==> config.mk <==
export PLATFORM = sky130hd
export DESIGN_NAME = ssc_rx_line_conditioner
export DESIGN_NICKNAME = d
export VERILOG_FILES = /design/src/rtl/ssc_pkg.sv /design/src/rtl/ssc_rx_glitch_filter.sv /design/src/rtl/ssc_rx_line_conditioner.sv
export SDC_FILE = /design/constraint.sdc
export NUM_CORES = 1
export LEC_CHECK = 0
export CORE_MARGIN = 1.5
export CORE_UTILIZATION = 55
export CTS_CLUSTER_DIAMETER = 30
export DETAILED_ROUTE_END_ITERATION = 8
export HOLD_SLACK_MARGIN = 0.1
export PLACE_DENSITY_LB_ADDON = 0.15
export REMOVE_ABC_BUFFERS = 1
export SYNTH_ARGS = -nofsm -noshare
export SYNTH_HDL_FRONTEND = slang
export SYNTH_SLANG_ARGS = --single-unit
==> constraint.sdc <==
create_clock -name clk_logic -period 2.2 [get_ports clk_logic]
set_input_delay 0.44 -clock clk_logic [delete_from_list [all_inputs] [get_ports clk_logic]]
set_output_delay 0.44 -clock clk_logic [all_outputs]
set_load 0.05 [all_outputs]
==> src/rtl/ssc_pkg.sv <==
// Shared types and helpers for the Super Serial Card RX line conditioner.
package ssc_pkg;

    typedef enum logic [1:0] {S_MARK, S_IDLE, S_SPACE, S_BREAK} ssc_rx_line_state_t;

    localparam int unsigned SSC_GLITCH_MAX = 255;

    function automatic int unsigned ssc_bit_clks(input int unsigned hz, input int unsigned baud);
        return hz / baud;
    endfunction

    function automatic int unsigned ssc_max(input int unsigned a, input int unsigned b);
        return (a > b) ? a : b;
    endfunction

endpackage

==> src/rtl/ssc_rx_glitch_filter.sv <==
// RX pin synchroniser, loopback source select, stable-count glitch filter and
// saturating glitch counter.
module ssc_rx_glitch_filter
    import ssc_pkg::*;
#(
    parameter int unsigned FILTER_LEN = 4
) (
    input  logic       clk_logic,
    input  logic       system_reset_n,
    input  logic       uart_rx_raw_i,
    input  logic       uart_tx_i,
    input  logic       loopback_i,
    output logic       uart_rx_o,
    output logic       rx_change_o,
    output logic [7:0] glitch_count_o
);
    localparam int unsigned CW = $clog2(FILTER_LEN);

    logic          sync_meta_q;
    logic          sync_q;
    logic          rx_q;
    logic [CW-1:0] dcnt_q;
    logic [7:0]    gcnt_q;
    logic          src;
    logic          differ;
    logic          accept;

    // uart_tx_i already lives in clk_logic, so loopback bypasses the synchroniser.
    assign src    = loopback_i ? uart_tx_i : sync_q;
    assign differ = (src != rx_q);
    assign accept = differ && (dcnt_q == CW'(FILTER_LEN - 1));

    always_ff @(posedge clk_logic or negedge system_reset_n) begin
        if (!system_reset_n) begin
            sync_meta_q <= 1'b1;
            sync_q      <= 1'b1;
            rx_q        <= 1'b1;
            dcnt_q      <= '0;
            gcnt_q      <= '0;
        end else begin
            sync_meta_q <= uart_rx_raw_i;
            sync_q      <= sync_meta_q;
            if (accept) begin
                rx_q   <= src;
                dcnt_q <= '0;
            end else if (differ) begin
                dcnt_q <= dcnt_q + 1'b1;
            end else begin
                dcnt_q <= '0;
                // A partial run that collapsed before acceptance is a rejected glitch.
                if (dcnt_q != '0 && gcnt_q != 8'(SSC_GLITCH_MAX)) begin
                    gcnt_q <= gcnt_q + 1'b1;
                end
            end
        end
    end

    assign uart_rx_o      = rx_q;
    assign rx_change_o    = accept;
    assign glitch_count_o = gcnt_q;

endmodule

==> src/rtl/ssc_rx_line_conditioner.sv <==
// SSC RX line conditioner: filtered RX plus mark/idle/space/break classification.
// Optional activity LED stretcher enabled by SSC_RX_ACTIVITY_LED_EN.
module ssc_rx_line_conditioner
    import ssc_pkg::*;
#(
    parameter int unsigned CLOCK_SPEED_HZ = 54_000_000,
    parameter int unsigned BAUD_RATE      = 115_200,
    parameter int unsigned FILTER_LEN     = 4,
    parameter int unsigned IDLE_BITS      = 10,
    parameter int unsigned BREAK_BITS     = 12,
    parameter int unsigned LED_HOLD_MS    = 50
) (
    input  logic       clk_logic,
    input  logic       system_reset_n,
    input  logic       uart_rx_raw_i,
    input  logic       uart_tx_i,
    input  logic       loopback_i,
    output logic       uart_rx_o,
    output logic       idle_o,
    output logic       break_o,
    output logic [7:0] glitch_count_o
`ifdef SSC_RX_ACTIVITY_LED_EN
    ,
    output logic       led_o
`endif
);
    localparam int unsigned BIT_CLKS  = ssc_bit_clks(CLOCK_SPEED_HZ, BAUD_RATE);
    localparam int unsigned IDLE_LIM  = IDLE_BITS * BIT_CLKS;
    localparam int unsigned BREAK_LIM = BREAK_BITS * BIT_CLKS;
    localparam int unsigned RUN_W     = $clog2(ssc_max(IDLE_LIM, BREAK_LIM) + 1);

    if (BIT_CLKS < 4 * FILTER_LEN) begin : g_chk_filter
        $error("BIT_CLKS must be at least 4*FILTER_LEN");
    end
    if (IDLE_BITS == 0 || BREAK_BITS == 0) begin : g_chk_bits
        $error("IDLE_BITS and BREAK_BITS must be non-zero");
    end
    if (LED_HOLD_MS == 0) begin : g_chk_led
        $error("LED_HOLD_MS must be non-zero");
    end

    logic               rx_change;
    logic [RUN_W-1:0]   run_q;
    ssc_rx_line_state_t state_q;
    logic               idle_q;
    logic               break_q;

    ssc_rx_glitch_filter #(
        .FILTER_LEN(FILTER_LEN)
    ) u_filter (
        .clk_logic     (clk_logic),
        .system_reset_n(system_reset_n),
        .uart_rx_raw_i (uart_rx_raw_i),
        .uart_tx_i     (uart_tx_i),
        .loopback_i    (loopback_i),
        .uart_rx_o     (uart_rx_o),
        .rx_change_o   (rx_change),
        .glitch_count_o(glitch_count_o)
    );

    always_ff @(posedge clk_logic or negedge system_reset_n) begin
        if (!system_reset_n) begin
            run_q <= '0;
        end else if (rx_change) begin
            run_q <= '0;
        end else if (run_q != RUN_W'(BREAK_LIM)) begin
            run_q <= run_q + 1'b1;
        end
    end

    // Level changes are tested before limit hits so a transition always wins.
    always_ff @(posedge clk_logic or negedge system_reset_n) begin
        if (!system_reset_n) begin
            state_q <= S_MARK;
            idle_q  <= 1'b0;
            break_q <= 1'b0;
        end else begin
            unique case (state_q)
                S_MARK: begin
                    if (!uart_rx_o) begin
                        state_q <= S_SPACE;
                    end else if (run_q == RUN_W'(IDLE_LIM - 1)) begin
                        state_q <= S_IDLE;
                        idle_q  <= 1'b1;
                    end
                end
                S_IDLE: begin
                    if (!uart_rx_o) begin
                        state_q <= S_SPACE;
                        idle_q  <= 1'b0;
                    end
                end
                S_SPACE: begin
                    if (uart_rx_o) begin
                        state_q <= S_MARK;
                    end else if (run_q == RUN_W'(BREAK_LIM - 1)) begin
                        state_q <= S_BREAK;
                        break_q <= 1'b1;
                    end
                end
                S_BREAK: begin
                    if (uart_rx_o) begin
                        state_q <= S_MARK;
                        break_q <= 1'b0;
                    end
                end
                default: begin
                    state_q <= S_MARK;
                    idle_q  <= 1'b0;
                    break_q <= 1'b0;
                end
            endcase
        end
    end

    assign idle_o  = idle_q;
    assign break_o = break_q;

`ifdef SSC_RX_ACTIVITY_LED_EN
    localparam int unsigned LED_LOAD = LED_HOLD_MS * (CLOCK_SPEED_HZ / 1000) - 1;
    localparam int unsigned LED_W    = $clog2(ssc_max(LED_LOAD, 1) + 1);

    logic [LED_W-1:0] led_cnt_q;
    logic             led_q;

    // rx_change while uart_rx_o is still 1 marks a filtered falling edge.
    always_ff @(posedge clk_logic or negedge system_reset_n) begin
        if (!system_reset_n) begin
            led_cnt_q <= '0;
            led_q     <= 1'b0;
        end else if (rx_change && uart_rx_o) begin
            led_cnt_q <= LED_W'(LED_LOAD);
            led_q     <= 1'b1;
        end else if (led_cnt_q != '0) begin
            led_cnt_q <= led_cnt_q - 1'b1;
        end else begin
            led_q <= 1'b0;
        end
    end

    assign led_o = led_q;
`endif

endmodule
==> impl_metrics.csv, run 1 <==
group,metric,value,unit
clocking,clkSlewWorstSetupHoldPaths,0.09,ns
setup_path,required,1.76,ns
floorplanning,rows,18,
route,drc,0,
logic_synthesis,ys_async_sr_fraction,100.0,%
grt,antenna_found_initial,0,
floorplanning,die_area,3057,um2
sta,tns,0,ns
sta,period_needed,2.049,ns
sta,finalSetupViolCount,0,
setup_path,crit_path_start,"u_filter.glitch_count_o[2]",
sta,tightest_slew,0.5056,ns
sta,skew,0.005522,ns
placement,dpl.hpwl,2000,um
setup_path,start_kind,"flop",
route,drt_pre_antenna_iters,4,
cells_and_area,instances_no_fill,201,
sta,slew_viol_final,0,
cells_and_area,drive_gt1_share,14.04,%
sta,max_freq,0.4882,GHz
power,vdd_drop_max,0.9447,mV
cells_and_area,ff_latch_area,754.5,um2
clocking,cts.sinks,30,
power,p_total,2.062,mW
worst_hold_path,hold_class,"flop to flop",
floorplanning,initial_utilization,59.62,%
sta,min_period_over_period,93.12,%
setup_path,cp_max_fo,5,
cells_and_area,fill_cells,220,
logic_synthesis,syn_inst,145,
clocking,htree_levels,2,
setup_path,timing.rr.start,"run_q[0]",
setup_path,critical_path_depth,1,
clocking,cts_tree,"built",
grt,grt_busiest_layer,"met2",
clocking,cts_setup_buffers,0,
setup_path,rr_worst_depth,6,
placement,gp_congestion,0.8064,
logic_synthesis,ys_seq_area_share,50.17,%
sta,slew_headroom,66.19,%
logic_synthesis,syn_area_per_cell,10.37,um2
power,power_leakage,0.7672,nW
logic_synthesis,synthTopCellsByArea,"dfrtp_1 (45%), xnor2_1 (6.4%), nor2_1 (5.5%)",
grt,grtUsageMet1,24.69,%
setup_path,worstPathArrival,1.61,ns
sta,finalHoldViolCount,0,
cells_and_area,syn2layout_area_growth,19.13,%
run_status,status,"completed",
grt,grt_pass1_wl,4692,um
setup_path,end_kind,"output port",
placement,io_buffers,15,
job,drv_cap,0,
grt,grt_use_total,19.99,%
clocking,hold_buffers,0,
cells_and_area,n_antenna_cell,0,
logic_synthesis,synth.ff_latch_count,30,
logic_synthesis,ys_types,30,
logic_synthesis,yosysWarnings,0,
grt,grt_max_degree,31,
clocking,cts_buffer_depth,2,
floorplanning,die_x,55.29,um
logic_synthesis,synth_area,1504,um2
clocking,cts_resized,0,
cells_and_area,nNetsFinal,181,
setup_path,cpMaxStageDelayCell,"clkdlybuf4s50_1",
clocking,insertion_delay,0.32,ns
logic_synthesis,synth_edf_count,0,
setup_path,max_stage_delay,0.84,ns
floorplanning,io_pins,16,
power,pwr_density_cell,1151,nW/um2
setup_path,worst-path-buf-inv,1,
setup_path,critPathTopFamily,"buffers and inverters",
logic_synthesis,yosys.area.top_type,"dfrtp_1",
grt,grt_util_met2,31.63,%
setup_path,crit_type,"flop to output port",
floorplanning,die_h,55.29,um
clocking,cts_root_buf,"clkbuf_4",
worst_hold_path,worstHoldStart,"u_filter.sync_meta_q",
logic_synthesis,synth_top_cell_area_share,44.93,%
route,vias,1109,
grt,first_global_vias,1096,
worst_hold_path,whs_path_depth,0,
route,wire_per_inst,13.33,um
route,vias_per_cell,5.517,
placement,place_inst,193,
setup_path,path_cells,"clkdlybuf4s50_1",
grt,grt_use_met3,5.621,%
logic_synthesis,yosys_most_used_dff,"dfrtp_1",
route,drtAntennaViolNets,0,
route,drt_iter0_drc,10,
route,routed_wl,2680,um
grt,overflow,0,
clocking,cts_made_buffers,5,
floorplanning,core_area,2522,um2
cells_and_area,multi_input_area,711.9,um2
sta,rsz0062_at_grt,"no",
## placed cells by master (no fill, tap or decap), types with 2 or more instances in the layout
cell type / instances
clkbuf_4: 5
nand2_1: 6
nor2_1: 22
or3b_2: 2
ha_1: 6
nand2b_1: 4
mux2_2: 2
nand3_1: 8
clkdlybuf4s50_1: 14
dfstp_2: 3
nor3_1: 5
nand4b_1: 2
nand4_1: 3
xor2_1: 7
buf_4: 4
o21ai_0: 6
mux2i_2: 2
xnor2_1: 11
a21oi_1: 3
nor3b_1: 2
nor4_1: 5
dfrtp_1: 27
inv_1: 9
## registers in the layout, indices dropped and copies added, names as in the netlist
register / flops
u_filter.sync_meta_q: 1
u_filter.glitch_count_o: 8
u_filter.sync_q: 1
u_filter.uart_rx_o: 1
state_q: 2
run_q: 13
break_o: 1
idle_o: 1
u_filter.dcnt_q: 2
## cell families after synthesis
family	Yosys count	synth area share, %
XOR/XNOR	18	10.48
AND/OR/NAND/NOR	66	24.46
adder cells (fa/ha/maj)	6	4.992
buffers and inverters	10	2.495
AO/OA/AOI/OAI	10	3.411
multiplexers	5	3.994
flip-flops	30	50.17
## report_power, final
part           internal [mW]  total, mW  switching, mW
Clock                  0.153      0.340          0.186
Combinational          0.342      0.812          0.470
Sequential             0.708      0.911          0.203
## metrics by stage
step,cell area (um2),utilization (%),setup WS [ns],hold slack [ns]
floorplan,1500,-,0.4191,0.1444
global placement,1728,68.50,0.1855,0.3467
detailed placement,1728,68.50,0.1391,0.3498
CTS,1792,71.03,0.1440,0.3637
global route,1792,71.03,0.08172,0.3690
finish,1792,71.03,0.1515,0.3608
## synth_stat cells (2+ instances only)
master and number:
ha_1 6, nand2_1 6, or3b_2 2, nand2b_1 4, nor4_1 5, mux2_2 2, dfstp_2 3, dfrtp_1 27
nand3_1 8, a21oi_1 3, xor2_1 7, nor3b_1 2, nor3_1 5, nand4b_1 2, inv_1 9, mux2i_2 2
nor2_1 22, o21ai_0 6, xnor2_1 11, nand4_1 3
## layout make-up
type	instances	area share, %
flip-flops and latches	30	42.11
clock inverters	2	0.6983
well taps	30	2.095
clock buffers	6	2.863
repair buffers	19	10.61
multi-input cells	105	39.73
inverters	9	1.885
## worst paths after layout
kind,end,slack [ns]
min reg2reg,u_filter.sync_q,0.36
max,glitch_count_o[2],0.15
max in group asynchronous,u_filter.sync_q,1.39
min,u_filter.sync_q,0.36
min in group asynchronous,break_o,0.50
max reg2reg,run_q[1],0.38
## metal layers
layer	wire, um	vias up
met4	57	0
li1	-	544
met5	0	-
met2	1271	22
met3	119	7
met1	1232	536
Note: power is estimated with default switching activity, not from simulation.
==> run 2: changes to the inputs <==
==> constraint.sdc (replaced) <==
create_clock -name clk_logic -period 2.49 [get_ports clk_logic]
set_input_delay 0.498 -clock clk_logic [delete_from_list [all_inputs] [get_ports clk_logic]]
set_output_delay 0.498 -clock clk_logic [all_outputs]
set_load 0.01 [all_outputs]
==> impl_metrics.csv, run 2 (same netlist as run 1, synthesis figures left out) <==
group,metric,value,unit
run_status,status,"completed",
route,drt_pre_antenna_iters,4,
setup_path,critical_path_depth,1,
sta,max_freq,0.4983,GHz
setup_path,worst_r2r_endpoint,"run_q[1]",
route,routed_wl,2744,um
grt,first_global_vias,1131,
cells_and_area,final_common_cell,"dfrtp_1",
cells_and_area,nNetsFinal,179,
sta,period_needed,2.007,ns
route,vias_per_cell,5.538,
power,power_leakage,0.7520,nW
sta,rsz0062_at_grt,"no",
placement,place_inst,191,
floorplanning,core_area,2522,um2
grt,grt_max_degree,31,
clocking,cts_setup_buffers,0,
power,pwr-share-comb,33.4,%
setup_path,crit_path_end,"uart_rx_o",
setup_path,cp_max_fo,8,
power,pwr_density_cell,944.8,nW/um2
cells_and_area,fill_cells,207,
clocking,hold_buffers,0,
placement,io_buffers,15,
setup_path,worst-path-buf-inv,1,
clocking,cts_buffer_depth,2,
power,p_seq_share,48.8,%
sta,finalHoldViolCount,0,
sta,min_period_over_period,80.60,%
clocking,cts_made_buffers,5,
setup_path,rr_worst_depth,6,
sta,slew_headroom,68.22,%
setup_path,path_cells,"clkdlybuf4s50_1",
floorplanning,io_pins,16,
route,drtAntennaViolNets,0,
setup_path,required,1.99,ns
floorplanning,die_area,3057,um2
setup_path,max_stage_delay,0.63,ns
cells_and_area,stdcell_area,1762,um2
setup_path,critPathTopFamily,"flip-flops",
placement,dpl_cell_area,1703,um2
cells_and_area,layout_common_cells,"dfrtp_1 (27), nor2_1 (22), clkdlybuf4s50_1 (15)",
clocking,cts_resized,0,
floorplanning,die_h,55.29,um
placement,gp_congestion,0.8624,
cells_and_area,largest_register_ff_count,13,
sta,skew,0.01309,ns
power,vdd_drop_max,0.6873,mV
clocking,insertion_delay,0.33,ns
power,clock_power_share,17.9,%
grt,antenna_found_initial,0,
cells_and_area,syn2layout_area_growth,17.14,%
setup_path,crit_type,"flop to output port",
route,drc,0,
route,drt_iter0_drc,57,
power,p_int,1.063,mW
clocking,cts.sinks,30,
sta,tns,0,ns
setup_path,worstPathArrival,1.51,ns
grt,grt_pass1_wl,5099,um
setup_path,r2r_slack,0.65,ns
route,wire_per_inst,13.79,um
clocking,htree_levels,2,
setup_path,timing.rr.start,"run_q[0]",
cells_and_area,regMostFlops,"run_q",
placement,dpl.hpwl,1929,um
clocking,cts_tree,"built",
cells_and_area,instances_no_fill,199,
sta,slew_viol_final,0,
floorplanning,initial_utilization,59.62,%
setup_path,start_kind,"flop",
sta,tightest_slew,0.4724,ns
floorplanning,rows,18,
sta,finalSetupViolCount,0,
floorplanning,die_x,55.29,um
job,drv_cap,0,
cells_and_area,drive_gt1_share,11.24,%
worst_hold_path,hold_class,"flop to flop",
clocking,clkSlewWorstSetupHoldPaths,0.08,ns
power,p_switching,601.1,uW
power,p_sw_share,36.11,%
setup_path,cpMaxStageDelayCell,"dfstp_2",
clocking,cts_root_buf,"clkbuf_4",
grt,overflow,0,
setup_path,end_kind,"output port",
setup_path,crit_path_start,"u_filter.uart_rx_o",
cells_and_area,n_antenna_cell,0,
grt,grt_use_total,21.26,%
route,vias,1102,
-- run 2: layer usage --
layer / share of wire (%) / vias to the layer above / track usage, %
li1: - / 539 / -
met1: 47 / 542 / 26.31
met2: 49 / 16 / 34.35
met3: 3.7 / 5 / 7.728
met4: 1.2 / 0 / 7.317
met5: 0 / - / 0
-- run 2: metrics by stage --
stage / power, mW / setup slack, ns / utilization (%) / hold WS (ns)
floorplan: 1.137 / 0.8080 / - / 0.2024
global placement: 1.338 / 0.3364 / 67.51 / 0.3474
detailed placement: 1.378 / 0.2765 / 67.51 / 0.3495
CTS: 1.678 / 0.4766 / 69.84 / 0.3616
global route: 1.797 / 0.4464 / 69.84 / 0.3666
finish: 1.664 / 0.4830 / 69.84 / 0.3595
-- run 2: worst register-to-register path, cell delays in order (launching register included) --
cell	delay (ns)
dfrtp_1	0.44
inv_1	0.12
ha_1	0.15
or3b_2	0.48
nor4_4	0.25
mux2i_1	0.23
nor2_1	0.05
-- run 2: final cells by class --
cell class / instances / area, um2 / area share, %
Timing Repair Buffer: 17 / 165.2 / 9.375
Tap cell: 30 / 37.54 / 2.131
Inverter: 9 / 33.78 / 1.918
Clock buffer: 8 / 58.81 / 3.338
Multi-Input combinational cell: 105 / 711.9 / 40.41
Sequential cell: 30 / 754.5 / 42.83
-- run 2: how the worst min path moves through the flow --
stage                         start               to  cells past startpoint
2_1_floorplan        system_reset_n          break_o                      0
3_3_place_gp   u_filter.sync_meta_q  u_filter.sync_q                      0
3_5_place_dp   u_filter.sync_meta_q  u_filter.sync_q                      0
4_1_cts        u_filter.sync_meta_q  u_filter.sync_q                      0
5_1_grt        u_filter.sync_meta_q  u_filter.sync_q                      0
6_report       u_filter.sync_meta_q  u_filter.sync_q                      0
-- run 2: power by group through the flow --
| stage | combinational [mW] | clock, mW | sequential, mW |
|---|---|---|---|
| 2_1_floorplan | 0.338 | 0 | 0.799 |
| 3_3_place_gp | 0.532 | 0 | 0.806 |
| 3_5_place_dp | 0.561 | 0 | 0.817 |
| 4_1_cts | 0.565 | 0.306 | 0.808 |
| 5_1_grt | 0.637 | 0.325 | 0.835 |
| 6_report | 0.555 | 0.297 | 0.812 |
